==> src/rtl/datamover_engine.sv <==
`default_nettype none
// ============================================================================
// Module      : datamover_engine
// Description : Buffers a fixed-length load stream in a small FIFO and
//               replays it as the store stream, pulsing done at the end.
// Revision    : 1.0 - initial release
// ============================================================================
module datamover_engine #(
    parameter int BW         = 32,
    parameter int FIFO_DEPTH = 4,
    parameter int CNT_W      = 16
) (
    input  logic               clk_i,
    input  logic               rst_ni,
    input  logic               test_mode_i,
    input  logic               enable_i,
    input  logic               clear_i,
    input  logic               start_i,
    input  logic [CNT_W-1:0]   len_i,
    input  logic [BW-1:0]      stream_in_data,
    input  logic [BW/8-1:0]    stream_in_strb,
    input  logic               stream_in_valid,
    output logic               stream_in_ready,
    output logic [BW-1:0]      stream_out_data,
    output logic [BW/8-1:0]    stream_out_strb,
    output logic               stream_out_valid,
    input  logic               stream_out_ready,
    output logic               busy_o,
    output logic               done_o,
    output logic [CNT_W-1:0]   in_cnt_o,
    output logic [CNT_W-1:0]   out_cnt_o
);

    localparam int c_sw = BW / 8;
    localparam int c_aw = $clog2(FIFO_DEPTH);
    localparam int c_ew = BW + c_sw;
    localparam logic [c_aw:0] c_depth = (c_aw + 1)'(FIFO_DEPTH);

    localparam logic [1:0] c_idle  = 2'd0;
    localparam logic [1:0] c_run   = 2'd1;
    localparam logic [1:0] c_drain = 2'd2;
    localparam logic [1:0] c_done  = 2'd3;

    logic [1:0]       r_state;
    logic [CNT_W-1:0] r_len;
    logic [CNT_W-1:0] r_in_cnt;
    logic [CNT_W-1:0] r_out_cnt;
    logic             r_done;
    logic [c_aw-1:0]  r_wptr;
    logic [c_aw-1:0]  r_rptr;
    logic [c_aw:0]    r_count;
    logic [c_ew-1:0]  r_mem [FIFO_DEPTH];

    logic             w_active;
    logic             w_full;
    logic             w_empty;
    logic             w_in_ready;
    logic             w_out_valid;
    logic             w_push;
    logic             w_pop;
    logic [c_ew-1:0]  w_head;
    logic             w_unused;

    assign w_unused    = test_mode_i;
    assign w_active    = (r_state == c_run) || (r_state == c_drain);
    assign w_full      = (r_count == c_depth);
    assign w_empty     = (r_count == '0);
    // Ready looks only at registered occupancy, so a pop never frees a slot early.
    assign w_in_ready  = (r_state == c_run) && enable_i && !w_full && (r_in_cnt < r_len);
    assign w_out_valid = w_active && !w_empty;
    assign w_push      = w_in_ready && stream_in_valid;
    assign w_pop       = w_out_valid && stream_out_ready;
    assign w_head      = r_mem[r_rptr];

    assign stream_in_ready  = w_in_ready;
    assign stream_out_valid = w_out_valid;
    assign stream_out_data  = w_out_valid ? w_head[c_ew-1:c_sw] : '0;
    assign stream_out_strb  = w_out_valid ? w_head[c_sw-1:0] : '0;
    assign busy_o           = w_active;
    assign done_o           = r_done;
    assign in_cnt_o         = r_in_cnt;
    assign out_cnt_o        = r_out_cnt;

    always_ff @(posedge clk_i) begin
        if (w_push) begin
            r_mem[r_wptr] <= {stream_in_data, stream_in_strb};
        end
    end

    always_ff @(posedge clk_i or negedge rst_ni) begin
        if (!rst_ni) begin
            r_state   <= c_idle;
            r_len     <= '0;
            r_in_cnt  <= '0;
            r_out_cnt <= '0;
            r_done    <= 1'b0;
            r_wptr    <= '0;
            r_rptr    <= '0;
            r_count   <= '0;
        end else if (clear_i) begin
            r_state   <= c_idle;
            r_len     <= '0;
            r_in_cnt  <= '0;
            r_out_cnt <= '0;
            r_done    <= 1'b0;
            r_wptr    <= '0;
            r_rptr    <= '0;
            r_count   <= '0;
        end else begin
            r_done <= 1'b0;
            if (w_push) begin
                r_wptr   <= r_wptr + c_aw'(1);
                r_in_cnt <= r_in_cnt + CNT_W'(1);
            end
            if (w_pop) begin
                r_rptr    <= r_rptr + c_aw'(1);
                r_out_cnt <= r_out_cnt + CNT_W'(1);
            end
            if (w_push && !w_pop) begin
                r_count <= r_count + (c_aw + 1)'(1);
            end else if (!w_push && w_pop) begin
                r_count <= r_count - (c_aw + 1)'(1);
            end

            case (r_state)
                c_idle: begin
                    if (start_i) begin
                        if (len_i != '0) begin
                            r_len     <= len_i;
                            r_in_cnt  <= '0;
                            r_out_cnt <= '0;
                            r_state   <= c_run;
                        end else begin
                            r_done <= 1'b1;
                        end
                    end
                end
                c_run: begin
                    if (w_push && ((r_in_cnt + CNT_W'(1)) == r_len)) begin
                        r_state <= c_drain;
                    end
                end
                c_drain: begin
                    if (w_pop && ((r_out_cnt + CNT_W'(1)) == r_len)) begin
                        r_state <= c_done;
                        r_done  <= 1'b1;
                    end
                end
                c_done: begin
                    r_state <= c_idle;
                end
                default: begin
                    r_state <= c_idle;
                end
            endcase
        end
    end

endmodule
`default_nettype wire

==> config.mk <==
export PLATFORM = sky130hd
export DESIGN_NAME = datamover_engine
export DESIGN_NICKNAME = d
export VERILOG_FILES = /design/src/rtl/datamover_engine.sv
export SDC_FILE = /design/constraint.sdc
export NUM_CORES = 1
export LEC_CHECK = 0
export CAP_MARGIN = 20
export CORE_MARGIN = 3
export CORE_UTILIZATION = 55
export CTS_CLUSTER_DIAMETER = 120
export CTS_CLUSTER_SIZE = 8
export DETAILED_ROUTE_END_ITERATION = 6
export PLACE_DENSITY = 0.8
export SLEW_MARGIN = 20
export SYNTH_ARGS = -nofsm -noshare
export SYNTH_HDL_FRONTEND = slang
export SYNTH_SLANG_ARGS = --single-unit
==> constraint.sdc <==
create_clock -name clk_i -period 4.46 [get_ports clk_i]
set_clock_uncertainty 0.05 [all_clocks]
set_input_delay 1.115 -clock clk_i [delete_from_list [all_inputs] [get_ports clk_i]]
set_output_delay 1.115 -clock clk_i [all_outputs]
set_load 0.02 [all_outputs]
==> impl_metrics.env <==
export IMPL_synth_seq_cells=202
export IMPL_num_io_pins=132
export IMPL_wl_per_cell_um=19.93
export IMPL_synth_top_area_cell="edfxtp_1"
export IMPL_overflow=0
export IMPL_drv_slew=0
export IMPL_die_h_um=138.0
export IMPL_synthTopCellsByCount="edfxtp_1, nor2_1, dfrtp_1"
export IMPL_synth_ff_type="edfxtp_1"
export IMPL_yosys_top_cells_area="edfxtp_1, dfrtp_1, mux4_2"
export IMPL_nNetsFinal=928
export IMPL_drive_gt1_share_pct=11.12
export IMPL_drt_iter0_drc=329
export IMPL_path_class="register to primary output"
export IMPL_synth_area_sq_um=9584
export IMPL_p_seq_share_pct=42.8
export IMPL_drt_pass1_iter_count=4
export IMPL_netlist_cell_type_count=63
export IMPL_clk_latency_ns=0.53
export IMPL_drc_errors=0
export IMPL_endpoint_kind="primary output"
export IMPL_track_usage_pct=23.01
export IMPL_wl_um=21580
export IMPL_diodes=0
export IMPL_period_minus_slack_ns=4.269
export IMPL_dp_hpwl_um=14420
export IMPL_pwr_share_comb_pct=19.1
export IMPL_fp_dieW_um=138.0
export IMPL_grt_first_pass_wirelength_um=35550
export IMPL_clockPowerShare_pct=38.1
export IMPL_viasPerCell=5.742
export IMPL_cp_max_fo=6
export IMPL_initial_utilization_pct=56.99
export IMPL_postSynthNetCount=791
export IMPL_final_setup_viol_count=0
export IMPL_cts_resized_gates=0
export IMPL_tightest_slew_ns=0.9515
export IMPL_p_leak_nw=4.303
export IMPL_grt_max_degree=43
export IMPL_cts_setup_buffers=0
export IMPL_clock_fmax_mhz=234.3
export IMPL_grt_pass1_vias=6569
export IMPL_crit_path_start_kind="register"
export IMPL_ir_drop_mv=0.4109
export IMPL_finalSetupTns_ns=0
export IMPL_htree_levels=1
export IMPL_cts_root_buf="clkbuf_16"
export IMPL_syn_area_per_cell_sq_um=13.59
export IMPL_fin_crit_sh_pct=95.71
export IMPL_p_total_w=0.005135
export IMPL_rsz0062_at_grt="false"
export IMPL_hold_buffers=0
export IMPL_synthCells=705
export IMPL_synth_edf_count=144
export IMPL_num_vias=6219
export IMPL_min_path_cells=2
export IMPL_gp_congestion=0.8362
export IMPL_synth_seq_area_share_pct=60.26
export IMPL_cts_tree="done"
export IMPL_p_sw_w=0.001358
export IMPL_internal_power_w=0.003777
export IMPL_outcome="finished clean"
export IMPL_clockBufferDepth=3
export IMPL_cap_violations=0
export IMPL_worstHoldPathType="register to register"
export IMPL_coreArea_sq_um=16820
export IMPL_yosysMostFrequentCell="edfxtp_1"
export IMPL_hold_violations=0
export IMPL_ff2ff_path_depth=15
export IMPL_relSlewSlack_pct=36.56
export IMPL_antenna_found_initial=0
export IMPL_port_buffers=130
export IMPL_ant_nets=0
export IMPL_worstPathArrival_ns=3.10
export IMPL_fp_row_count=47
export IMPL_path_clk_slew_ns=0.05
export IMPL_power_density_nw_per_um2=428.0
export IMPL_die_area_sq_um=19050
export IMPL_synth_top_area_share_pct=45.12
export IMPL_area_growth_pct=25.18
export IMPL_cp_required_ns=3.29
export IMPL_nFillCells=1161
export IMPL_cts_sinks=202
export IMPL_ys_warn_count=0
export IMPL_synth_async_reset_ratio_pct=28.71
export IMPL_cts_buffers=29
export IMPL_switching_share_pct=26.44
-- kinds of logic after synthesis --
group / synth area share, %
AO/OA/AOI/OAI: 3.564
AND/OR/NAND/NOR: 12.83
adder cells (fa/ha/maj): 3.473
buffers and inverters: 2.702
flip-flops: 60.26
XOR/XNOR: 6.397
multiplexers: 10.77
-- worst max-delay path, cell delays in order, from the launching register on --
cell             delay, ns
dfrtp_1               0.51
inv_1                 0.22
ha_1                  0.32
inv_1                 0.03
or3b_1                0.40
a2111oi_1             0.29
buf_4                 0.20
nor3_1                0.05
clkdlybuf4s50_1       0.55
-- layout by cell type (no fill, tap or decap), drive strengths merged, types with 2 or more instances in the layout --
cell type | Yosys | routed
or4 | 3 | 3
xor2 | 32 | 32
mux4 | 36 | 36
inv | 28 | 29
a31oi | 5 | 5
a21oi | 9 | 9
nor4b | 2 | 2
and3 | 11 | 11
dfrtp | 58 | 58
xnor2 | 38 | 38
nand2 | 27 | 27
o21ai | 8 | 8
ha | 25 | 25
nor4 | 9 | 9
and4 | 3 | 3
buf | 8 | 14
o311ai | 2 | 2
nor3 | 13 | 13
o21a | 4 | 4
nand2b | 4 | 4
nor2 | 73 | 73
clkbuf | 29 | 50
mux2i | 21 | 21
nand3 | 22 | 22
nand4 | 10 | 10
edfxtp | 144 | 144
o211ai | 3 | 3
a211oi | 4 | 4
or3 | 4 | 4
nor2b | 3 | 3
and2 | 46 | 46
clkdlybuf4s50 | 0 | 129
-- metal layers --
| layer | share of wire, % | wire (um) | GRT usage [%] |
|---|---|---|---|
| met5 | 0 | 0 | 0 |
| met4 | 2.5 | 550 | 6.344 |
| met3 | 5.0 | 1081 | 4.006 |
| met2 | 51 | 10950 | 38.57 |
| met1 | 42 | 8999 | 31.56 |
-- per-stage QoR --
stage,util [%],cells,hold WS (ns),worst slack [ns],instance area (sq um)
4_1_cts,71.33,1083,0.5297,0.1485,12000
3_3_place_gp,66.44,1031,0.5009,0.2957,11170
3_5_place_dp,66.44,1031,0.5227,0.2990,11170
6_report,71.34,1083,0.5304,0.1914,12000
2_1_floorplan,-,705,0.4822,0.7676,9584
5_1_grt,71.34,1083,0.5756,0.04497,12000
-- path summary, 6_finish.rpt --
check / start / endpoint / slack, ns
setup / recovery: r_len[8] / stream_in_ready / 0.19
hold / removal: r_state[1] / r_state[1] / 0.53
setup reg to reg: r_len[8] / r_count[2] / 0.98
hold reg to reg: r_state[1] / r_state[1] / 0.53
max in group asynchronous: rst_ni / out_cnt_o[13] / 2.87
min in group asynchronous: rst_ni / in_cnt_o[8] / 0.69
-- cell type report --
cell class | count | area [sq um] | area share, %
Sequential cell | 202 | 5778 | 48.16
Timing Repair Buffer | 143 | 1456 | 12.14
Inverter | 28 | 105.1 | 0.8760
Multi-Input combinational cell | 438 | 3561 | 29.68
Tap cell | 220 | 275.3 | 2.294
Clock buffer | 50 | 804.5 | 6.706
Clock inverter | 2 | 17.52 | 0.1460
-- power groups by stage --
| stage | clock (W) | sequential [W] | combinational (W) |
|---|---|---|---|
| after floorplan | 0 | 0.00218 | 0.000625 |
| after global placement | 0 | 0.00222 | 0.000949 |
| after detailed placement | 0 | 0.00223 | 0.000976 |
| after CTS | 0.00200 | 0.00219 | 0.000986 |
| after global routing | 0.00208 | 0.00220 | 0.00107 |
| final | 0.00196 | 0.00220 | 0.000980 |
-- state kept, by name (all words and copies together) (netlist names) --
| register | cells |
|---|---|
| done_o | 1 |
| r_len | 16 |
| r_wptr | 2 |
| r_mem | 144 |
| r_count | 3 |
| out_cnt_o | 16 |
| in_cnt_o | 16 |
| r_state | 2 |
| r_rptr | 2 |
Power figures use the tool's default switching activity.
